File: src/rtl/pc_sequencer.sv
// pc_sequencer: registered instruction-address sequencer with stall,
// jump, branch and an optional call/return stack (PC_SEQ_STACK_EN).
module pc_sequencer #(
    parameter int AW    = 4,
    parameter int DEPTH = 4,
    parameter int SW    = 3
) (
    input  logic          clk,
    input  logic          rst,
    input  logic          stall,
    input  logic          jump,
    input  logic [AW-1:0] jump_addr,
    input  logic          branch,
    input  logic [AW-1:0] branch_off,
    input  logic          call,
    input  logic [AW-1:0] call_addr,
    input  logic          ret,
    output logic [AW-1:0] pc,
    output logic [SW-1:0] sp,
    output logic          ovf,
    output logic          unf
);

    logic [AW-1:0] pc_q;
    logic [AW-1:0] pc_n;
    logic [AW-1:0] pc_inc;

    assign pc_inc = pc_q + AW'(1);
    assign pc     = pc_q;

`ifdef PC_SEQ_STACK_EN

    localparam logic [SW-1:0] DMAX = SW'(DEPTH);

    // Indexed by the full count width; entries at DEPTH and above are
    // never written and stay at their reset value.
    logic [AW-1:0] stk [2**SW];
    logic [SW-1:0] sp_q;
    logic [SW-1:0] sp_n;
    logic [SW-1:0] top;
    logic          ovf_q;
    logic          ovf_n;
    logic          unf_q;
    logic          unf_n;
    logic          push;

    assign top = sp_q - SW'(1);
    assign sp  = sp_q;
    assign ovf = ovf_q;
    assign unf = unf_q;

    // One action per edge, highest priority request wins.
    always_comb begin
        pc_n  = pc_inc;
        sp_n  = sp_q;
        ovf_n = ovf_q;
        unf_n = unf_q;
        push  = 1'b0;
        priority case (1'b1)
            stall: pc_n = pc_q;
            ret: begin
                if (sp_q != '0) begin
                    pc_n = stk[top];
                    sp_n = top;
                end else begin
                    unf_n = 1'b1;
                end
            end
            call: begin
                if (sp_q < DMAX) begin
                    push = 1'b1;
                    sp_n = sp_q + SW'(1);
                    pc_n = call_addr;
                end else begin
                    ovf_n = 1'b1;
                end
            end
            jump:    pc_n = jump_addr;
            branch:  pc_n = pc_q + branch_off;
            default: pc_n = pc_inc;
        endcase
    end

    // Return-address storage; a push always stores the wrapped pc+1.
    always_ff @(posedge clk or negedge rst) begin
        if (!rst) begin
            for (int i = 0; i < 2**SW; i++) stk[i] <= '0;
        end else if (push) begin
            stk[sp_q] <= pc_inc;
        end
    end

    // Stack pointer and sticky error flags.
    always_ff @(posedge clk or negedge rst) begin
        if (!rst) begin
            sp_q  <= '0;
            ovf_q <= 1'b0;
            unf_q <= 1'b0;
        end else begin
            sp_q  <= sp_n;
            ovf_q <= ovf_n;
            unf_q <= unf_n;
        end
    end

`else

    // call/ret fall through to the lower-priority actions.
    logic unused_stack_in;
    assign unused_stack_in = ^{call, ret, call_addr};

    assign sp  = '0;
    assign ovf = 1'b0;
    assign unf = 1'b0;

    // Stall > jump > branch > increment.
    always_comb begin
        pc_n = pc_inc;
        priority case (1'b1)
            stall:   pc_n = pc_q;
            jump:    pc_n = jump_addr;
            branch:  pc_n = pc_q + branch_off;
            default: pc_n = pc_inc;
        endcase
    end

`endif

    // Program counter register.
    always_ff @(posedge clk or negedge rst) begin
        if (!rst) begin
            pc_q <= '0;
        end else begin
            pc_q <= pc_n;
        end
    end

endmodule

File: config.mk
export PLATFORM = sky130hd
export DESIGN_NAME = pc_sequencer
export DESIGN_NICKNAME = d
export VERILOG_FILES = /design/src/rtl/pc_sequencer.sv
export SDC_FILE = /design/constraint.sdc
export NUM_CORES = 1
export LEC_CHECK = 0
export ABC_AREA = 1
export CORE_AREA = 2 2 39 41
export DETAILED_ROUTE_END_ITERATION = 7
export DIE_AREA = 0 0 41 43
export GPL_TIMING_DRIVEN = 0
export PLACE_DENSITY = 0.82
export SLEW_MARGIN = 20
export SYNTH_ARGS = -nofsm -noshare
export SYNTH_HDL_FRONTEND = slang
export SYNTH_SLANG_ARGS = --single-unit
File: constraint.sdc
create_clock -name clk -period 1.8 [get_ports clk]
set_clock_uncertainty 0.05 [all_clocks]
set_input_delay 0.18 -clock clk [delete_from_list [all_inputs] [get_ports clk]]
set_output_delay 0.18 -clock clk [all_outputs]
set_load 0.05 [all_outputs]
# --- Word level (Yosys, flattened, before mapping) ---
# Cells that the tools add are included.
op_classes:
  n_addsub: 2
  n_mux: 2
op_table:
  columns: ["op", "n"]
  rows:
  - ["4-bit two-way mux", 2]
  - ["4-bit by 1-bit adder with 4-bit output, second input constant", 1]
  - ["4-bit adder", 1]
word_totals:
  regBits: 4

# --- Depth between registers and ports, before layout ---
# Gate-level depths: netlist of run 1.
depth:
  ltp_word: 3
  depth_mapped: 10
  depth_no_buf: 10

# --- Worst setup path before layout of run 1 ---
# No wires, ideal clock.
synth_path:
  kind: "register to register"
  from: "register pc_q[0] (netlist: pc[0])"
  to: "register pc_q[1] (netlist: pc[1])"
  arrival_time_ns: 1.587
  t_required_ns: 1.623
  slack_ns: 0.037
  stages_incl_launch_ff: 7
  path_buffers: 0
  period_less_slack_ns: 1.763
  path_cell_list: "dfrtp_1 ha_1 inv_1 fa_1 nand2_1 o211ai_1 o21ai_1"
synth_via:
  elab_chain_cells: 3
synth_lines:
  columns: ["item", "line_no", "text"]
  rows:
  - ["start, declared", "24", "logic [AW-1:0] pc_q;"]
  - ["start signal, assigned", "134", "pc_q <= pc_n;"]
  - ["4-bit by 1-bit adder with 4-bit output or 4-bit adder (tied branches)", "28, 122", null]
  - ["4-bit two-way mux * (2 in series)", "119", "priority case (1'b1)"]
# Every way passes the cells marked *; elsewhere a longest branch is shown, timed or not.
# A chain may end at the register's enable or synchronous reset.

# --- Worst setup path after layout of run 1 ---
layout_path:
  from: "register pc_q[3] (netlist: pc[3])"
  to: "output port pc[3]"
layout_lines:
  columns: ["item", "line_no", "text"]
  rows:
  - ["end, declared", "18", "output logic [AW-1:0] pc,"]
# No word-level cell between the ends.

==> reports/qor.yml, run 1 <==
worstReg2RegStart: "pc[0]"
cp-startpoint: "pc[3]"
diodes: 0
grt_first_pass_wirelength_um: 1270
grt_usage: 0.110
cts_root_buffer: "clkbuf_4"
report.final.hold_viol_count: 0
ir_drop_uv: 355
post_cts_buffers: 0
crit_path_end_kind: "output port"
hold_ws_ps: 102
die_area_um2: 1760
crit_chain: "clkdlybuf4s50_1"
hp-class: "in2async"
cp_slowest_cell: "clkdlybuf4s50_1"
crit_type: "reg2out"
clk_path_buf_depth: 2
yosysWarnings: 0
synth_top_family_by_area: "simple AND/OR/NAND/NOR gates"
clock_latency_ps: 230
syn-instance-count: 62
rsz0062_at_grt: "no"
drive_gt1_frac: 0.141
grt_max_degree: 7
portBuffers: 16
cp_max_fo: 5
grt_overflow: 0
dpl.cell_count: 98
place_ws_ps: -143
grt-busiest-layer: "met2"
fin_tns_setup_ps: 0
drv_cap: 0
cts_buffers: 3
syn_avg_cell_area_um2: 6.46
cts_max_level: 1
place_congestion: 0.792
final.setup.worst_slack_ps: 129
cp.arrival_ps: 1440
required_ps: 1570
synth_cell_type_count: 14
synth_simple_gate_area_frac: 0.303
avgRoutedWirePerCell_um: 7.49
ys_seq_area_frac: 0.250
vias: 417
grt_util_met1: 0.107
synthMuxAreaShare: 0
synth_compound_area_frac: 0.106
postRouteAntennaNets: 0
drc: 0
clkTransAtPathRegs_ps: 30
worst-path-buf-inv: 1
synth-seq-cells: 4
clock-sinks: 4
slew_violations: 0
design_area_um2: 621
use_met3: 0.0314
post_layout_nonfiller_instances: 101
synth_xor_area_frac: 0
rows: 14
coreArea_um2: 1380
postRouteWirelength_um: 756
die_w_um: 41
p_leak_nw: 0.339
dp_hpwl_um: 680
power.density_nw_per_um2: 749
power_uw: 465
first_pass_iters: 2
netlist_area_um2: 400
nNetsFinal: 110
synth_adder_area_share: 0.144
drt_iter0_drc: 8
ios: 28
critPathLaunchType: "flip-flop"
cpLargestDelayFamily: "buffers and inverters"
period_needed_ps: 1670
largest_reg_flops: 4
max_freq_mhz: 598
area_delta_synth_final_pct: 55.0
final_util: 0.448
die_h_um: 43
via_per_inst: 4.13
start_util: 0.289
finalSetupViolations: 0
max_stage_delay_ps: 820
period_share: 0.928
grtUsageMet2: 0.172
tritoncts: "yes"
status: "completed"
grt_pass1_vias: 388
post_dp_cell_area_um2: 596
antenna_found_initial: 0
==> final timing paths <==
path | end | slack [ps] | cells past startpoint
worst max-delay path | pc[3] | 130 | 1
worst min-delay path | pc[0] | 100 | 1
worst max register to register | pc[1] | 310 | 6
worst min register to register | pc[3] | 500 | 2
max in group asynchronous | pc[1] | 1430 | 1
min in group clk | pc[3] | 480 | 7
==> final cells by class <==
class,instances,area [um2]
Fill cell,144,763
Multi-Input combinational cell,47,240
Timing Repair Buffer,16,163
Sequential cell,4,100
Buffer,5,37.5
Inverter,10,37.5
Clock buffer,3,22.5
Tap cell,16,20.0
==> routing by layer <==
layer	wire [um]	share of wire	up-vias
li1	-	-	230
met1	316	0.42	174
met2	382	0.51	13
met3	57	0.075	0
met4	0	0	0
met5	0	0	-
==> cell families after synthesis <==
kind of cell,after synthesis
AOI/OAI and AO/OA,8
buffers and inverters,15
other,1
and+or+nand+nor,30
adders and majority gates,4
DFF,4
==> report_power, final <==
| group | leakage [nW] | internal (mW) | switching [mW] | total (mW) |
|---|---|---|---|---|
| logic | 0.278 | 0.0950 | 0.145 | 0.240 |
| registers | 0.0467 | 0.105 | 0.0141 | 0.119 |
| clock network | 0.0138 | 0.0742 | 0.0316 | 0.106 |
==> Yosys cell counts <==
cell type,instances,area [um2]
conb_1,1,3.75
inv_2,3,11.3
a21oi_1,5,25.0
buf_4,5,37.5
inv_1,7,26.3
nor2_1,5,18.8
nand2_2,1,6.26
o211ai_1,1,7.51
nand2_1,19,71.3
dfrtp_1,4,100
ha_1,3,37.5
fa_1,1,20.0
nand3_1,5,25.0
o21ai_1,2,10.0
==> layout by cell type, fill, tap and decap left out, types with 2 or more instances in the layout <==
cell / instances
nand3_1: 5
dfrtp_1: 4
inv_2: 3
ha_1: 3
a21oi_1: 5
nor2_1: 5
clkbuf_4: 3
nand2_1: 19
clkdlybuf4s50_1: 15
buf_4: 5
inv_1: 7
conb_1: 5
o21ai_1: 2
==> what timing repair did <==
item,CTS,global route
gates resized for setup,0,1
hold buffers,0,0
setup endpoints to repair,0,2
Power figures use the tool's default switching activity.
==> inputs of run 2 (changes only) <==
SLEW_MARGIN = 5   (was 20)
==> results of run 2 <==
No change in the layout: final DEF, timing and power equal those of run 1.
